--- src/rtl/encoder8to3_stream.sv ---
// encoder8to3_stream: serialises every set bit of an 8-bit request vector
// into a stream of 3-bit indices over a valid/ready handshake, with a
// last-beat marker, a pending-count output and an empty-vector error pulse.
// Build option: define ENC_MSB_FIRST_EN to emit indices highest bit first
// (default is lowest bit first).
// All outputs are registered from next-state/next-pend, so no input reaches
// an output combinationally.
module encoder8to3_stream (
    input  logic       clk,
    input  logic       rst,
    input  logic       in_valid,
    output logic       in_ready,
    input  logic [7:0] in_vec,
    output logic       out_valid,
    input  logic       out_ready,
    output logic [2:0] out_idx,
    output logic       out_last,
    output logic [3:0] remaining,
    output logic       empty_err
);

    localparam int unsigned VEC_W = 8;
    localparam int unsigned IDX_W = 3;
    localparam int unsigned CNT_W = 4;

    typedef enum logic {
        IDLE = 1'b0,
        EMIT = 1'b1
    } state_t;

    state_t             state;
    state_t             state_nxt;
    logic [VEC_W-1:0]   pend;
    logic [VEC_W-1:0]   pend_nxt;
    logic               err_nxt;
    logic [IDX_W-1:0]   cur_idx;

    // Index of the bit emitted next from a pending vector
    function automatic logic [IDX_W-1:0] sel_idx(input logic [VEC_W-1:0] p);
        logic [IDX_W-1:0] idx;
        idx = '0;
`ifdef ENC_MSB_FIRST_EN
        for (int i = 0; i < int'(VEC_W); i++) begin
            if (p[i]) idx = IDX_W'(i);
        end
`else
        for (int i = int'(VEC_W) - 1; i >= 0; i--) begin
            if (p[i]) idx = IDX_W'(i);
        end
`endif
        return idx;
    endfunction

    // Number of set bits in a pending vector
    function automatic logic [CNT_W-1:0] pop_cnt(input logic [VEC_W-1:0] p);
        logic [CNT_W-1:0] cnt;
        cnt = '0;
        for (int i = 0; i < int'(VEC_W); i++) begin
            cnt = cnt + CNT_W'(p[i]);
        end
        return cnt;
    endfunction

    // State and pending-vector register
    always_ff @(posedge clk) begin
        if (rst) begin
            state <= IDLE;
            pend  <= '0;
        end else begin
            state <= state_nxt;
            pend  <= pend_nxt;
        end
    end

    // Next-state: accept in IDLE, retire one pending bit per EMIT handshake
    always_comb begin
        state_nxt = state;
        pend_nxt  = pend;
        err_nxt   = 1'b0;
        cur_idx   = sel_idx(pend);
        unique case (state)
            IDLE: begin
                if (in_valid) begin
                    if (in_vec != '0) begin
                        pend_nxt  = in_vec;
                        state_nxt = EMIT;
                    end else begin
                        err_nxt = 1'b1;
                    end
                end
            end
            EMIT: begin
                if (out_ready) begin
                    pend_nxt = pend & ~(VEC_W'(1) << cur_idx);
                    if (pend_nxt == '0) state_nxt = IDLE;
                end
            end
            default: begin
                state_nxt = IDLE;
                pend_nxt  = '0;
            end
        endcase
    end

    // Output register: decoded from the upcoming state and pend
    always_ff @(posedge clk) begin
        if (rst) begin
            in_ready  <= 1'b1;
            out_valid <= 1'b0;
            out_idx   <= '0;
            out_last  <= 1'b0;
            remaining <= '0;
            empty_err <= 1'b0;
        end else begin
            in_ready  <= (state_nxt == IDLE);
            out_valid <= (state_nxt == EMIT);
            out_idx   <= sel_idx(pend_nxt);
            out_last  <= (pop_cnt(pend_nxt) == CNT_W'(1));
            remaining <= pop_cnt(pend_nxt);
            empty_err <= err_nxt;
        end
    end

endmodule

--- config.mk ---
export PLATFORM = sky130hd
export DESIGN_NAME = encoder8to3_stream
export DESIGN_NICKNAME = d
export VERILOG_FILES = /design/src/rtl/encoder8to3_stream.sv
export SDC_FILE = /design/constraint.sdc
export NUM_CORES = 1
export LEC_CHECK = 0
export ABC_AREA = 1
export BUFFER_PORTS_ARGS = -buffer_cell sky130_fd_sc_hd__buf_4
export CAP_MARGIN = 40
export CORE_UTILIZATION = 54
export CTS_CLUSTER_DIAMETER = 150
export DETAILED_ROUTE_END_ITERATION = 8
export GPL_ROUTABILITY_DRIVEN = 0
export GPL_TIMING_DRIVEN = 0
export PLACE_DENSITY = 0.78
export SYNTH_ARGS = -nofsm -noshare
export SYNTH_HDL_FRONTEND = slang
export SYNTH_SLANG_ARGS = --single-unit
--- constraint.sdc ---
create_clock -name clk -period 5.8 [get_ports clk]
set_input_delay 1.45 -clock clk [delete_from_list [all_inputs] [get_ports clk]]
set_output_delay 1.45 -clock clk [all_outputs]
set_load 0.05 [all_outputs]
==> results.tsv <==
stage	metric	value	unit
clocking	Hold Buf Count CTS	0	
worst_setup_path	CP Cell Sequence	buf_4 -> inv_1 -> nor2_8 -> inv_4 -> nor2_4 -> inv_2 -> a32oi_2 -> inv_1 -> fa_1 -> inv_1 -> fa_1 -> fa_1 -> inv_1 -> ha_1 -> inv_1 -> fa_1 -> xor2_1 -> nand3_1 -> a21oi_1	
global_routing	pin count of the biggest net entering global routing	12	
power_and_ir_drop	Comb pwr share	0.467	
sta	TNS Setup	0	ns
worst_setup_path	worst path buffer plus inverter count	8	
synthesis	sequential-to-total area share from yosys stat	0.3102	
synthesis	mux contribution to synthesized area	0	
global_routing	vias in the first global route	1126	
sta	Fin Clk Skew	0.002554	ns
floorplan	Die Footprint	2465	um2
global_routing	first-pass GRT wire length	4526	um
clocking	clk_lat worst skew	0.30	ns
power_and_ir_drop	switching share of total power	0.4242	
clocking	H-tree depth	1	
min_path	Hold Path Sink	pend[0]$_SDFF_PP0_	
global_routing	initial antenna violation count	0	
synthesis	Ys Warns	0	
worst_setup_path	worst path required time	6.04	ns
synthesis	synthesized area	1226	um2
power_and_ir_drop	clock network fraction of total power	0.158	
clocking	Reg clk slew, reported paths	0.10	ns
placement	Inst Count DP	215	
worst_setup_path	CP max-delay cell	fa_1	
drt	iteration count of the initial detailed-routing pass	6	
synthesis	post-synthesis compound-gate area fraction	0.1347	
clocking	root buffer cell	clkbuf_4	
clocking	Inserted Clock Buffers	3	
synthesis	Post-Synth XOR/XNOR Area	0.007143	
drt	Routed wire per std cell	11.85	um
sta	final hold vios	0	
floorplan	Die Y	49.65	um
cells_and_area	ANT cells	0	
clocking	# resized after CTS	0	
worst_setup_path	r2r startpoint	out_valid$_SDFF_PP0_	
sta	Slew Viols, Final	0	
synthesis	Post-Syn Instances	166	
floorplan	core area	2042	um2
worst_setup_path	Worst path max stage delay	0.54	ns
synthesis	Synth cell types	30	
floorplan	Rows	16	
min_path	min-delay worst type	flip-flop to flip-flop	
power_and_ir_drop	cell area power density	285.2	nW/um2
worst_setup_path	worst-case reg-to-reg path depth	17	
worst_setup_path	CP Class	input pin to flip-flop	
worst_setup_path	most numerous cell on the critical path	inv_1	
drt	residual DRC count	0	
worst_setup_path	critical path startpoint category	input pin	
floorplan	Initial Utilization	0.6005	
min_path	HP Start	pend[0]$_SDFF_PP0_	
cells_and_area	commonest non-fill, non-tap cell in the layout	nand2_1	
drt	via count	1132	
worst_setup_path	worst-path fanout max	8	
cells_and_area	layout cells sized above 1	0.2813	
power_and_ir_drop	Sequential Power Share	0.375	
clocking	total setup buffers inserted after CTS	0	
power_and_ir_drop	Cell Int Power	0.2385	mW
clocking	Clock Sinks	19	
floorplan	IO Pins	23	
sta	Tightest Pin Transition	0.3955	ns
synthesis	asr flop ratio synth	0	
sta	relative slew slack	0.7363	
synthesis	post-synthesis adder-cell area fraction	0.09592	
cells_and_area	commonest non-fill, non-tap cells in the layout	nand2_1 (35), nor2_1 (28), inv_1 (26)	
cells_and_area	fin cells	219	
synthesis	largest family of logic cells by synthesized area	simple AND/OR/NAND/NOR gates	
synthesis	#FFs+latches synth	19	
synthesis	ys flop type	dfxtp_1	
sta	crit path time final	4.947	ns
worst_setup_path	reg2reg setup slack	1.70	ns
global_routing	total grt overflow	0	
clocking	CTS tree	done	
synthesis	Mean Syn Cell Area	7.387	um2
clocking	CTS Buffer Depth	2	
job	Max-Cap Viols	0	
sta	final setup violation count	0	
power_and_ir_drop	Peak VDD IR	0.3213	mV
sta	FMAX	0.2021	GHz
placement	Final HPWL DP	2177	um
drt	Routed WL	2596	um
cells_and_area	# nets final	212	
power_and_ir_drop	total leakage power	0.7237	nW
drt	Iter 0 DRT Violations	34	
min_path	worst hold path depth	4	
power_and_ir_drop	P_sw	0.1757	mW
cells_and_area	area delta synth->final	18.47	%
synthesis	Synth Area in Simple Gates	0.3459	
synthesis	Post-synth EDFFs	0	
worst_setup_path	worst r2r dst	out_last$_SDFF_PP0_	
drt	vias per cell	5.169	
synthesis	Syn Nets	185	
sta	unrepaired setup endpoints after global routing	no	
worst_setup_path	arrival time at the worst endpoint	5.18	ns
sta	Final Cycle Share	0.8529	
worst_setup_path	CP endpoint kind	flip-flop	
worst_setup_path	top cell family by delay on the critical path	adder cells	
global_routing	All-Layer GR Usage	0.2391	
drt	Post-DRT Antenna Nets	0	
outcome	status	completed	
floorplan	Die X	49.65	um
placement	port buffer count	22	
==> cells in the mapped netlist (2+ instances only) <==
master	number	area (um2)
nor2_2	3	18.77
nand2_2	4	25.02
nand4_1	2	12.51
nor2_1	28	105.1
a22oi_4	2	42.54
o21ai_1	2	10.01
nor2_4	3	33.78
inv_2	6	22.52
a21oi_1	6	30.03
fa_1	4	80.08
nor3_1	2	10.01
inv_1	26	97.59
a21oi_2	3	26.28
ha_1	3	37.54
dfxtp_1	19	380.4
nand2_1	35	131.4
nand3_1	5	25.02
==> cell families (layout without fill, tap and decap cells) <==
family	count (synthesis)	in the layout
simple gates	87	87
buf+inv	34	60
flops	19	19
compound gates	18	18
fa+ha+maj	7	7
xor+xnor	1	1
==> layer usage <==
| layer | routed length (um) | global-route usage | vias to the layer above |
|---|---|---|---|
| li1 | - | - | 565 |
| met1 | 1066 | 0.2792 | 520 |
| met2 | 1333 | 0.4279 | 42 |
| met3 | 161 | 0.04012 | 5 |
| met4 | 35 | 0.09524 | 0 |
| met5 | 0 | 0 | - |
==> power by group through the flow <==
stage	registers [mW]	clock network, mW	logic (mW)
6_report	0.155	0.0656	0.193
5_1_grt	0.157	0.0735	0.214
4_1_cts	0.156	0.0673	0.194
3_5_place_dp	0.159	0	0.193
3_3_place_gp	0.158	0	0.189
2_1_floorplan	0.206	0	0.0965
==> registers in the layout, indices dropped and copies added, names as in the netlist <==
signal	cells
pend	8
empty_err	1
out_idx	3
out_valid	1
in_ready	1
remaining	4
out_last	1
==> worst max-delay path by stage <==
stage,start,to,slack [ns],cells after the start
final,in_valid,out_last$_SDFF_PP0_,0.85,19
after global routing,in_valid,out_last$_SDFF_PP0_,0.64,19
after CTS,in_valid,out_last$_SDFF_PP0_,0.85,19
after detailed placement,in_valid,out_last$_SDFF_PP0_,0.55,19
after global placement,in_valid,out_last$_SDFF_PP0_,0.59,19
after floorplan,in_valid,out_last$_SDFF_PP0_,0.97,18
==> layout make-up <==
cell class	instances	area (um2)
inverters	33	126.4
fillers	185	589.3
plain buffers	1	3.754
flip-flops and latches	19	380.4
repair buffers	22	165.2
well taps	27	33.78
multi-input cells	113	715.7
clock inverters	1	5.005
clock buffers	3	22.52
==> worst register-to-register path: cells and delay by family, from the launching register on <==
kind	cells	cell delay, ns
AO/OA/AOI/OAI	2	0.42
flip-flops	1	0.42
XOR/XNOR	1	0.21
AND/OR/NAND/NOR	3	0.56
buffers and inverters	6	0.41
adder cells (fa/ha/maj)	5	2.00
==> stage by stage <==
stage                     cell area [um2]  hold WS, ns  power, mW  setup WS, ns  utilization
after detailed placement             1425       0.6179     0.3520        0.5459       0.6979
after CTS                            1453       0.6348     0.4169        0.8503       0.7114
after global routing                 1453       0.6898     0.4449        0.6383       0.7114
after floorplan                      1226       0.5607     0.3021        0.9749            -
final                                1453       0.6273     0.4142        0.8532       0.7114
after global placement               1425       0.6138     0.3466        0.5900       0.6979
Power figures use the tool's default switching activity.
